`src/rtl/camera_downsampler.sv`:
```
// OV7670 RGB565 byte-stream capture: assembles RGB332 pixels and issues frame-buffer
// write strobes clipped to a WIDTH x HEIGHT window, flagging odd-byte lines.
module camera_downsampler #(
  parameter int unsigned WIDTH      = 176,
  parameter int unsigned HEIGHT     = 144,
  parameter bit          SWAP_BYTES = 1'b0
) (
  input  logic       CLK,
  input  logic       RESET_N,
  input  logic       VSYNC,
  input  logic       HREF,
  input  logic [7:0] DATA,
  output logic [7:0] PIXEL_OUT,
  output logic [9:0] X_ADDR,
  output logic [9:0] Y_ADDR,
  output logic       W_EN,
  output logic       FRAME_DONE,
  output logic       SYNC_ERR
);

  localparam logic [9:0] WidthLim  = 10'(WIDTH);
  localparam logic [9:0] HeightLim = 10'(HEIGHT);
  localparam logic [9:0] CountMax  = 10'd1023;

  typedef enum logic [1:0] {StSync, StVblank, StLine, StLo} state_e;

  state_e      state_q, state_d;
  logic        vsync_q, href_q;
  logic [7:0]  first_q, first_d;
  logic [9:0]  x_q, x_d, y_q, y_d;
  logic        wrote_q, wrote_d;
  logic [7:0]  pixel_q, pixel_d;
  logic [9:0]  x_addr_q, x_addr_d, y_addr_q, y_addr_d;
  logic        w_en_q, w_en_d;
  logic        frame_done_q, frame_done_d;
  logic        sync_err_q, sync_err_d;

  logic        vs_rise, vs_fall, hr_fall, in_window;
  logic [7:0]  hi_byte, lo_byte, pixel_new;

  assign vs_rise   = VSYNC & ~vsync_q;
  assign vs_fall   = ~VSYNC & vsync_q;
  assign hr_fall   = ~HREF & href_q;
  assign in_window = (x_q < WidthLim) && (y_q < HeightLim);

  // hi carries {R[4:0],G[5:3]}, lo carries {G[2:0],B[4:0]}.
  assign hi_byte   = SWAP_BYTES ? DATA : first_q;
  assign lo_byte   = SWAP_BYTES ? first_q : DATA;
  assign pixel_new = {hi_byte[7:5], hi_byte[2:0], lo_byte[4:3]};

  always_comb begin
    state_d      = state_q;
    first_d      = first_q;
    x_d          = x_q;
    y_d          = y_q;
    wrote_d      = wrote_q;
    pixel_d      = pixel_q;
    x_addr_d     = x_addr_q;
    y_addr_d     = y_addr_q;
    w_en_d       = 1'b0;
    frame_done_d = 1'b0;
    sync_err_d   = sync_err_q;

    if (state_q == StSync) begin
      // Wait for a blanking interval so the partial first frame is discarded.
      if (VSYNC) state_d = StVblank;
    end else if (vs_rise) begin
      // Takes priority over any line activity; a partial pixel is simply abandoned.
      state_d      = StVblank;
      frame_done_d = wrote_q;
      wrote_d      = 1'b0;
    end else begin
      unique case (state_q)
        StVblank: begin
          if (vs_fall) begin
            state_d = StLine;
            x_d     = '0;
            y_d     = '0;
            wrote_d = 1'b0;
          end
        end
        StLine, StLo: begin
          if (hr_fall) begin
            x_d     = '0;
            y_d     = (y_q == CountMax) ? y_q : y_q + 10'd1;
            state_d = StLine;
            if (state_q == StLo) sync_err_d = 1'b1;
          end else if (HREF) begin
            if (state_q == StLine) begin
              first_d = DATA;
              state_d = StLo;
            end else begin
              pixel_d  = pixel_new;
              x_addr_d = x_q;
              y_addr_d = y_q;
              w_en_d   = in_window;
              wrote_d  = wrote_q | in_window;
              x_d      = (x_q == CountMax) ? x_q : x_q + 10'd1;
              state_d  = StLine;
            end
          end
        end
        default: state_d = StSync;
      endcase
    end
  end

  always_ff @(posedge CLK or negedge RESET_N) begin
    if (!RESET_N) begin
      state_q      <= StSync;
      vsync_q      <= 1'b0;
      href_q       <= 1'b0;
      first_q      <= '0;
      x_q          <= '0;
      y_q          <= '0;
      wrote_q      <= 1'b0;
      pixel_q      <= '0;
      x_addr_q     <= '0;
      y_addr_q     <= '0;
      w_en_q       <= 1'b0;
      frame_done_q <= 1'b0;
      sync_err_q   <= 1'b0;
    end else begin
      state_q      <= state_d;
      vsync_q      <= VSYNC;
      href_q       <= HREF;
      first_q      <= first_d;
      x_q          <= x_d;
      y_q          <= y_d;
      wrote_q      <= wrote_d;
      pixel_q      <= pixel_d;
      x_addr_q     <= x_addr_d;
      y_addr_q     <= y_addr_d;
      w_en_q       <= w_en_d;
      frame_done_q <= frame_done_d;
      sync_err_q   <= sync_err_d;
    end
  end

  assign PIXEL_OUT  = pixel_q;
  assign X_ADDR     = x_addr_q;
  assign Y_ADDR     = y_addr_q;
  assign W_EN       = w_en_q;
  assign FRAME_DONE = frame_done_q;
  assign SYNC_ERR   = sync_err_q;

endmodule

```
`config.mk`:
```
export PLATFORM = sky130hd
export DESIGN_NAME = camera_downsampler
export DESIGN_NICKNAME = d
export VERILOG_FILES = /design/src/rtl/camera_downsampler.sv
export SDC_FILE = /design/constraint.sdc
export NUM_CORES = 1
export LEC_CHECK = 0
export CAP_MARGIN = 15
export CORE_ASPECT_RATIO = 0.7
export CORE_MARGIN = 2
export CORE_UTILIZATION = 35
export DETAILED_ROUTE_END_ITERATION = 10
export HOLD_SLACK_MARGIN = 0.12
export PLACE_DENSITY = 0.6
export SLEW_MARGIN = 10
export SYNTH_ARGS = -nofsm -noshare
export SYNTH_HDL_FRONTEND = slang
export SYNTH_SLANG_ARGS = --single-unit
```
`constraint.sdc`:
```
create_clock -name CLK -period 2.2 [get_ports CLK]
set_input_delay 0.22 -clock CLK [delete_from_list [all_inputs] [get_ports CLK]]
set_output_delay 0.22 -clock CLK [all_outputs]
set_load 0.05 [all_outputs]
```
==> flow_metrics.env <==
export IMPL_ys_ff_latch=62
export IMPL_cts_buffer_depth=2
export IMPL_whs_ps=430.3
export IMPL_worst_pin_slew_ps=596.0
export IMPL_start_util_pct=36.73
export IMPL_htreeDepth=3
export IMPL_ir_drop_uv=1011
export IMPL_relSlewSlack_pct=60.27
export IMPL_fp_dieW_um=113.8
export IMPL_cp_max_fo=7
export IMPL_regArea_um2=1551
export IMPL_dp_worst_setup_slack_ps=-32.98
export IMPL_hold_viol_final=0
export IMPL_io_pins=43
export IMPL_utilization_pct=48.24
export IMPL_diodes=0
export IMPL_r2r_cells=6
export IMPL_rows=27
export IMPL_total_power_mw=5.195
export IMPL_multi_input_area_um2=1286
export IMPL_netlist_area_um2=2953
export IMPL_p_leak_nw=1.645
export IMPL_syn_to_final_growth_pct=31.36
export IMPL_cts_made_buffers=9
export IMPL_period_minus_slack_ps=1909
export IMPL_rsz0062_at_grt="no"
export IMPL_fmax_mhz=523.8
export IMPL_yosys_warnings=0
export IMPL_nets=319
export IMPL_fp_coreArea_um2=8040
export IMPL_clkPwrFrac_pct=31.4
export IMPL_routed_wl_um=6391
export IMPL_synth_edf_count=0
export IMPL_grt_first_pass_wirelength_um=11040
export IMPL_clk_latency_ps=330
export IMPL_grt_pass1_vias=2197
export IMPL_placed_area_um2=3521
export IMPL_dr_first_iter_drc_count=213
export IMPL_fillerInstances=738
export IMPL_slowest_stage="or4_1"
export IMPL_drive_gt1_share_pct=23.05
export IMPL_grt_remaining_overflow=0
export IMPL_synthCells=252
export IMPL_cp_arrival_ps=2160
export IMPL_worst_path_buf_inv=1
export IMPL_regToRegStartpoint="vsync_q"
export IMPL_p_int_mw=3.337
export IMPL_setup_tns_final_ps=0
export IMPL_wl_per_cell_um=15.63
export IMPL_grt_usage_pct=16.00
export IMPL_final_area_um2=3879
export IMPL_p_per_area_nw_per_um2=1339
export IMPL_setup_viol=0
export IMPL_antenna_left=0
export IMPL_root_buffer="clkbuf_16"
export IMPL_power_switching_mw=1.857
export IMPL_postCtsSetupBuffers=0
export IMPL_syn_area_per_cell_um2=11.72
export IMPL_gp_congestion=0.7852
export IMPL_dp_cells=392
export IMPL_synthArstFlopShare_pct=100.0
export IMPL_cts_tree="done"
export IMPL_hold_class="in -> async"
export IMPL_synth_ff_type="dfrtp_1"
export IMPL_p_comb_share_pct=34.7
export IMPL_cp_top_family="simple AND/OR/NAND/NOR gates"
export IMPL_cp_cell_sequence="clkdlybuf4s50_1 -> ha_1 -> and2b_1 -> a32oi_4 -> or4_1 -> a21oi_1"
export IMPL_cp_start_kind="input port"
export IMPL_critPathMaxStageDelay_ps=530
export IMPL_clock_sink_count=62
export IMPL_antenna_found_initial=0
export IMPL_outcome="complete, no violations"
export IMPL_synth_cell_type_count=55
export IMPL_drtPass1Iterations=4
export IMPL_port_buffers=42
export IMPL_dp_hpwl_um=4374
export IMPL_design_die_area_um2=9200
export IMPL_rr_endpoint="x_q[9]"
export IMPL_syn_num_nets=268
export IMPL_die_h_um=80.85
export IMPL_layoutNonFillerInstCount=409
export IMPL_vias=2208
export IMPL_drv_slew=0
export IMPL_drc=0
export IMPL_fin_crit_sh_pct=86.77
export IMPL_timing_worst_setup_path_type="in -> reg"
export IMPL_grt_max_degree=39
export IMPL_cp_required_ps=2450
export IMPL_maxCapViolCount=0
export IMPL_viasPerCell=5.399
export IMPL_critPathCaptureType="flop"
export IMPL_finalWorstSetupSlack_ps=291.0
export IMPL_switching_share_pct=35.76
export IMPL_p_seq_share_pct=33.9
export IMPL_fin_skew_ps=7.685
export IMPL_clkSlewWorstSetupHoldPaths_ps=50
export IMPL_ff2ff_setup_slack_ps=310
export IMPL_yosysSeqAreaShare_pct=52.54
-- placed cells by master (no fill, tap or decap), types with 3 or more instances in the layout --
master           count
a2111oi_0            3
a21o_1               3
a21oi_1              8
buf_4                9
bufinv_16            3
clkbuf_16            9
clkdlybuf4s50_1     41
dfrtp_1             62
ha_1                 4
inv_1                9
mux2_2              32
nand2_1             15
nand2b_1             5
nand3_1              7
nand4_1              4
nor2_1               8
nor3b_1              3
o211ai_1             3
o21ai_0             17
o31ai_1              4
o41ai_1              3
or3_1                3
or4_1                5
-- worst max path at each step --
stage                     slack, ps  cells after the start     end    start
after CTS                       290                      6  x_q[9]    VSYNC
after floorplan                 480                      7  x_q[7]  vsync_q
after global placement           30                      6  x_q[9]    VSYNC
after detailed placement        -30                      6  x_q[9]    VSYNC
after global routing            180                      6  x_q[9]  vsync_q
final                           290                      6  x_q[9]    VSYNC
-- power groups by stage --
stage	logic [mW]	clock network, mW	registers, mW
floorplan	0.710	0	2.28
global placement	1.79	0	1.76
detailed placement	1.82	0	1.77
CTS	1.83	1.68	1.76
global route	1.94	1.73	1.82
finish	1.80	1.63	1.76
-- per-layer routing --
layer	up-vias	GRT usage, %	routed length (um)
met2	55	23.11	2709
met3	5	7.537	391
met4	0	3.902	64
met1	1105	21.76	3225
li1	1043	-	-
met5	-	0	0
-- registers in the layout, indices dropped and copies added, names as in the netlist --
name	cells
state_q	2
vsync_q	1
W_EN	1
SYNC_ERR	1
PIXEL_OUT	8
x_q	10
FRAME_DONE	1
y_q	10
wrote_q	1
first_q	6
Y_ADDR	10
href_q	1
X_ADDR	10
-- synthesized netlist by cell type (all sizes together), types with 2 or more instances --
cell type,instances,share of area [%]
nand3,7,1.2
a211o,2,0.59
and3b,2,0.64
buf,9,2.1
ha,4,1.7
nor2,8,1.0
o21ai,17,2.9
nand2b,5,1.1
and2b,3,0.80
o211ai,3,0.76
mux2,33,13
clkbuf,5,0.64
inv,9,1.1
nand4,4,0.85
a21oi,9,1.7
nand3b,2,0.51
nor3,3,0.68
a2111oi,4,1.4
a211oi,2,0.68
and3,2,0.42
nand2,15,1.9
a21o,3,0.76
nor4,3,1.1
nor3b,3,0.76
and4,2,0.59
o31ai,4,1.0
o41ai,3,0.89
dfrtp,62,53
or4,5,1.3
or3,3,0.64
and2,2,0.42
-- cell type report --
class	count	share of cell area (%)
multi-input cells	167	33.16
well taps	101	3.258
repair buffers	54	13.74
clock inverters	6	2.806
clock buffers	10	6.161
inverters	9	0.8710
flip-flops and latches	62	40.00
-- cell families after synthesis --
logic type,synth area share (%)
fa+ha+maj,1.695
mux,13.05
flops,52.54
buf+inv,3.898
simple gates,14.32
compound gates,14.49
-- timing repair --
action,in CTS,in global routing
hold buffers,1,0
gates resized for setup,0,0
hold endpoints to repair,24,0
(Power assumes the default switching activity.)
==> RTL edit 1 (same settings) <==
Change the parameter `SWAP_BYTES` from 1'b0 to 1'b1.
--- a/src/rtl/camera_downsampler.sv
+++ b/src/rtl/camera_downsampler.sv
@@ -3,7 +3,7 @@
 module camera_downsampler #(
   parameter int unsigned WIDTH      = 176,
   parameter int unsigned HEIGHT     = 144,
-  parameter bit          SWAP_BYTES = 1'b0
+  parameter bit          SWAP_BYTES = 1'b1
 ) (
   input  logic       CLK,
   input  logic       RESET_N,
Check against the original RTL: not equivalent (a bounded check fails within 10 cycles, from zero or initial values and one cycle with RESET_N low).
==> RTL edit 1 against the original RTL <==
- global-route usage increased by 0.59 points
- worst setup slack improved by 0.034 ns
- power decreased by 8.1%
- maximum frequency increased by 1.8%
- sequential cell count decreased by 4
- clock skew increased by 0.0039 ns
- cell area decreased by 7.9%
- area after synthesis decreased by 7.3%
- synthesized cell count increased by 1.6%
- routed wire length decreased by 2.0%
==> RTL edit 1: results (changes against the original RTL) <==
** Run status
- The run finished with clean final reports.

** Clock network
- The clock buffer count from CTS is 9 (unchanged).
- The maximum clock path buffer count is 2 (unchanged).
- Worst-skew pair later-pin latency :: 0.34 ns
- The number of gates resized after CTS was 0 (unchanged).
- Post-CTS repair timing setup buffer count :: 0 (unchanged)
- Clock Root Buffer :: sky130_fd_sc_hd__clkbuf_8
- Deepest level of the CTS H-tree :: 3 (unchanged)
- After clock tree synthesis, the clock-pin slew on the worst setup and hold paths is 0.06 ns.

** Placed design
- Routability cong. :: 0.922 (+17%)
- Number of placed instances, taps included :: 400 (+2.0%)
- Number of port buffers :: 42 (unchanged)
- DP HPWL :: 4470 µm (+2.3%)

** Route
- The final routed wirelength across all metal layers came to 6260 µm (-2.0%).
- The average vias per placed instance was 5.27 (-2.3%).
- The vias after detailed routing came to 2194 (-0.63%).
- Initial DRT Pass Iterations :: 4 (unchanged)
- The number of DRC markers in iteration 0 came to 166 (-22%).

** Finish
- Number of nets at the end of the flow :: 330 (+3.4%)
- Layout cell share with drive strength beyond 1 :: 0.189 (-0.0418)
- Count of inserted antenna diode cells :: 0 (unchanged)

** Synth
- Post-Syn Instances :: 256 (+1.6%)
- Nets in the synthesized netlist :: 272 (+1.5%)
- Ranked by instance count, the synthesized netlist is headed by sky130_fd_sc_hd__dfrtp_1, sky130_fd_sc_hd__mux2_2, sky130_fd_sc_hd__nand2_1.
- Sequential cell area fraction in the yosys report :: 0.530 (+0.00474)
- Cells taking the most area after synthesis :: sky130_fd_sc_hd__dfrtp_1, sky130_fd_sc_hd__mux2_2, sky130_fd_sc_hd__nand2_1, sky130_fd_sc_hd__nand3_1, sky130_fd_sc_hd__o21ai_0
- Share of synthesized registers carrying an async set or reset :: 1.00 (unchanged)
- Number of warning messages in the yosys log :: 0 (unchanged)
- Netlist cell types :: 48 (-13%)

** STA
- Worst clock skew on the final layout :: 0.0116 ns (+0.00393 ns)
- Slew Limit Headroom :: 0.637 (+0.0344)

** Pwr
- The register share of total power is 0.354 (+0.015).
- The leakage dissipation was 0.00158 µW (-3.9%).
- The net switching fraction of the power was 0.409 (+0.0516).
- The maximum resistive drop on vdd came to 657 µV (-35%).
- Comb power :: 2040 µW (+13%)

** Critical path
- Critical-path maximum fanout :: 6 (-1)
- In this design, the largest share of critical-path delay is due to simple AND/OR/NAND/NOR gates.
- The largest individual stage delay along the critical path comes from the cell sky130_fd_sc_hd__dfrtp_1.
- Slowest cell delay on critical path :: 0.42 ns (-0.11 ns)
- Crit path arrival time :: 2.09 ns (-0.07 ns)

** Global routing
- The global-route usage over all layers came to 0.166 (+0.00588).
- Wire length of the first global-routing pass :: 10800 µm (-2.1%)
- The pin count of the biggest net entering global routing came to 59 (+51%).
- Vias in the first global route :: 2124 (-3.3%)
- Number of antenna violations at the first check in global routing :: 0 (unchanged)

** Hold path
- HP Class :: input port to async pin
## RTL edit 1: cell types whose count changed after synthesis, moves of 5 or more
cell / change
sky130_fd_sc_hd__nand2_1: +7
sky130_fd_sc_hd__nand3_1: +8
sky130_fd_sc_hd__nor3_1: +7
sky130_fd_sc_hd__a31oi_1: +5
sky130_fd_sc_hd__mux2_2: -10
## RTL edit 1: final timing paths
kind / slack [ns] / cells after the start / end / startpoint
min reg2reg: 0.48 / 2 / Y_ADDR[9]$_DFFE_PN0P_ / Y_ADDR[9]$_DFFE_PN0P_
min: 0.43 / 3 / X_ADDR[2]$_DFFE_PN0P_ / RESET_N
max reg2reg: 0.33 / 6 / y_q[6]$_DFFE_PN0P_ / y_q[0]$_DFFE_PN0P_
min in group CLK: 0.45 / 1 / vsync_q$_DFF_PN0_ / VSYNC
max: 0.33 / 6 / y_q[6]$_DFFE_PN0P_ / y_q[0]$_DFFE_PN0P_
max in group asynchronous: 1.50 / 3 / X_ADDR[4]$_DFFE_PN0P_ / RESET_N
## RTL edit 1: kinds of logic after synthesis
logic type | count (synthesis) | share of synthesized area
flops | 58 | 0.530
buf+inv | 26 | 0.0443
compound gates | 59 | 0.151
fa+ha+maj | 4 | 0.0183
mux | 24 | 0.0996
simple gates | 85 | 0.157
## RTL edit 1: area by class of cell
class / instances / area (µm²)
inverter: 13 / 48.8
clock buffer: 9 / 124
timing repair buffer: 60 / 578
multi-input combinational: 172 / 1160
fill: 699 / 3880
clock inverter: 6 / 82.6
sequential: 58 / 1450
tap: 98 / 123
## RTL edit 1: worst min-delay path, cell delays in order
cell and delay (ns):
sky130_fd_sc_hd__dlygate4sd3_1 0.53, sky130_fd_sc_hd__buf_2 0.12, sky130_fd_sc_hd__buf_12 0.27
## RTL edit 1: through the flow
step | hold WS [ns] | total power, µW | area (µm²) | worst slack (ns)
after global placement | 0.246 | 3720 | 3360 | 0.200
after global routing | 0.446 | 5060 | 3570 | 0.240
after CTS | 0.415 | 4810 | 3570 | 0.340
after detailed placement | 0.249 | 3750 | 3360 | 0.148
final | 0.429 | 4770 | 3570 | 0.326
after floorplan | -0.0756 | 3030 | 2740 | 0.399
## RTL edit 1: repair_timing
action / in CTS / in global routing
setup endpoints to repair: 0 / 0
hold buffers: 1 / 0
endpoints found under the hold margin: 58 / 0
## RTL edit 1: layer usage
| metal | global-route usage | up-vias | part of all wire |
|---|---|---|---|
| li1 | - | 1057 | - |
| met5 | 0 | - | 0 |
| met3 | 0.0613 | 7 | 0.067 |
| met2 | 0.217 | 66 | 0.40 |
| met1 | 0.252 | 1064 | 0.52 |
| met4 | 0.0456 | 0 | 0.011 |
==> RTL edit 2 (config.mk and constraints unchanged) <==
Made on the original files. Encoding of `state_e`: now one-hot (4 bits for 4 states).
--- a/src/rtl/camera_downsampler.sv
+++ b/src/rtl/camera_downsampler.sv
@@ -22,7 +22,7 @@
   localparam logic [9:0] HeightLim = 10'(HEIGHT);
   localparam logic [9:0] CountMax  = 10'd1023;
 
-  typedef enum logic [1:0] {StSync, StVblank, StLine, StLo} state_e;
+  typedef enum logic [3:0] {StSync = 4'b0001, StVblank = 4'b0010, StLine = 4'b0100, StLo = 4'b1000} state_e;
 
   state_e      state_q, state_d;
   logic        vsync_q, href_q;
Formal check against the unedited RTL: same outputs for any inputs over 4 cycles, from zero or initial values and one cycle with RESET_N low; so few cycles prove little.
==> RTL edit 2 against the original RTL <==
- cell count increased by 15%
- cell area rose by 7.7%
- area after synthesis is 8.3% higher
- sequential cell count rose by 2
- power down 16%
- worst setup slack got worse by 0.041 ns
- routed wire length is 12% higher
- first-iteration DRC count is 35% lower
- largest cell class unchanged
==> RTL edit 2: results (changes against the original RTL) <==
** Run status
- Status :: completed

** Placed design
- DP HPWL :: 5100 µm (+16%)
- Number of placed instances, taps included :: 452 (+15%)
- The post-detailed-placement cell area came to 0.00382 mm² (+8.6%).

** STA
- Worst-Margin Slew :: 0.513 ns (-0.0825 ns)
- The final setup skew came to 0.00386 ns (-0.00383 ns).

** Route
- DRT Wirelength :: 7150 µm (+12%)
- Iteration-0 DRC count of the detailed router :: 139 (-35%)
- Routed via count divided by cell count :: 5.27 (-2.4%)
- The routed wirelength normalized by instance count was 15.3 µm (-2.4%).

** Synth
- Cells taking the most area after synthesis :: sky130_fd_sc_hd__dfrtp_1, sky130_fd_sc_hd__mux2_2, sky130_fd_sc_hd__nand2_1, sky130_fd_sc_hd__nor2_1, sky130_fd_sc_hd__a31oi_1
- The fraction of the mapped netlist area in compound gates is 0.160 (+0.0150).
- Netlist cell types :: 59 (+7.3%)
- The multiplexer share of the synthesized area was 0.129 (-0.00145).
- Post-Synth XOR/XNOR Area :: 0.0129 (+0.0129)
- Sequential cell area fraction in the yosys report :: 0.501 (-0.0244)
- The adder-cell area share of the yosys netlist is 0.0156 (-0.00131).
- Counting instances in the post-synthesis netlist gives the leading cell types as sky130_fd_sc_hd__dfrtp_1, sky130_fd_sc_hd__mux2_2, sky130_fd_sc_hd__nand2_1.
- Nets in the synthesized netlist :: 304 (+13%)

** Critical path
- The delay contributed by the slowest stage of the critical path was 0.64 ns (+0.11 ns).
- Worst-path cell with the longest stage delay :: sky130_fd_sc_hd__dfrtp_1

** Pwr
- The maximum resistive drop on vdd came to 456 µV (-55%).
- Static leakage :: 0.00178 µW (+8.2%)

** Global routing
- Wire length of the first global-routing pass :: 12300 µm (+12%)
- The pin count of the biggest net entering global routing came to 29 (-26%).
- Overall track demand over capacity in global routing :: 0.157 (-0.00312)
- The number of global-route vias before repair is 2407 (+9.6%).

** Finish
- Layout cell share with drive strength beyond 1 :: 0.232 (+0.00136)
- The number of nets at the end of the flow was 356 (+12%).
RTL edit 2: power by group:
part,total (µW),internal (µW),switching (µW)
clock,1580,1080,494
sequential,1640,1390,252
combinational,1120,496,626
total,4340,2970,1370
RTL edit 2: repair_timing:
| item | in CTS | in global routing |
|---|---|---|
| hold buffers | 1 | 0 |
| buffers inserted | 0 | 0 |
| hold endpoints to repair | 16 | 0 |
RTL edit 2: worst paths after layout:
kind / from / to / slack [ns] / depth (start not counted)
max in group asynchronous: RESET_N / X_ADDR[5]$_DFFE_PN0P_ / 1.23 / 3
min in group CLK: SYNC_ERR$_DFFE_PN0P_ / SYNC_ERR$_DFFE_PN0P_ / 0.48 / 1
worst min register to register: SYNC_ERR$_DFFE_PN0P_ / SYNC_ERR$_DFFE_PN0P_ / 0.48 / 1
worst max-delay path: state_q[2]$_DFFE_PN0P_ / x_q[2]$_DFFE_PN0P_ / 0.25 / 4
worst min-delay path: RESET_N / FRAME_DONE$_DFF_PN0_ / 0.36 / 2
worst max register to register: state_q[2]$_DFFE_PN0P_ / x_q[2]$_DFFE_PN0P_ / 0.25 / 4
RTL edit 2: cell families after synthesis:
group / Yosys count
flip-flops: 64
AND/OR/NAND/NOR: 87
AO/OA/AOI/OAI: 67
XOR/XNOR: 3
buffers and inverters: 26
adder cells (fa/ha/maj): 4
multiplexers: 37
RTL edit 2: cell type report:
cell class                      instances  area, µm²
Fill cell                             842       4790
Sequential cell                        64       1600
Multi-Input combinational cell        198       1480
Timing Repair Buffer                   56        561
Clock buffer                           12        267
Tap cell                              124        155
Clock inverter                          4       75.1
Inverter                               11       41.3
RTL edit 2: metal layers:
layer  up-vias  track usage  part of all wire
met2        59        0.229              0.44
met3         8       0.0635             0.063
met5         -            0                 0
met4         0       0.0438            0.0081
li1       1176            -                 -
met1      1227        0.214              0.49
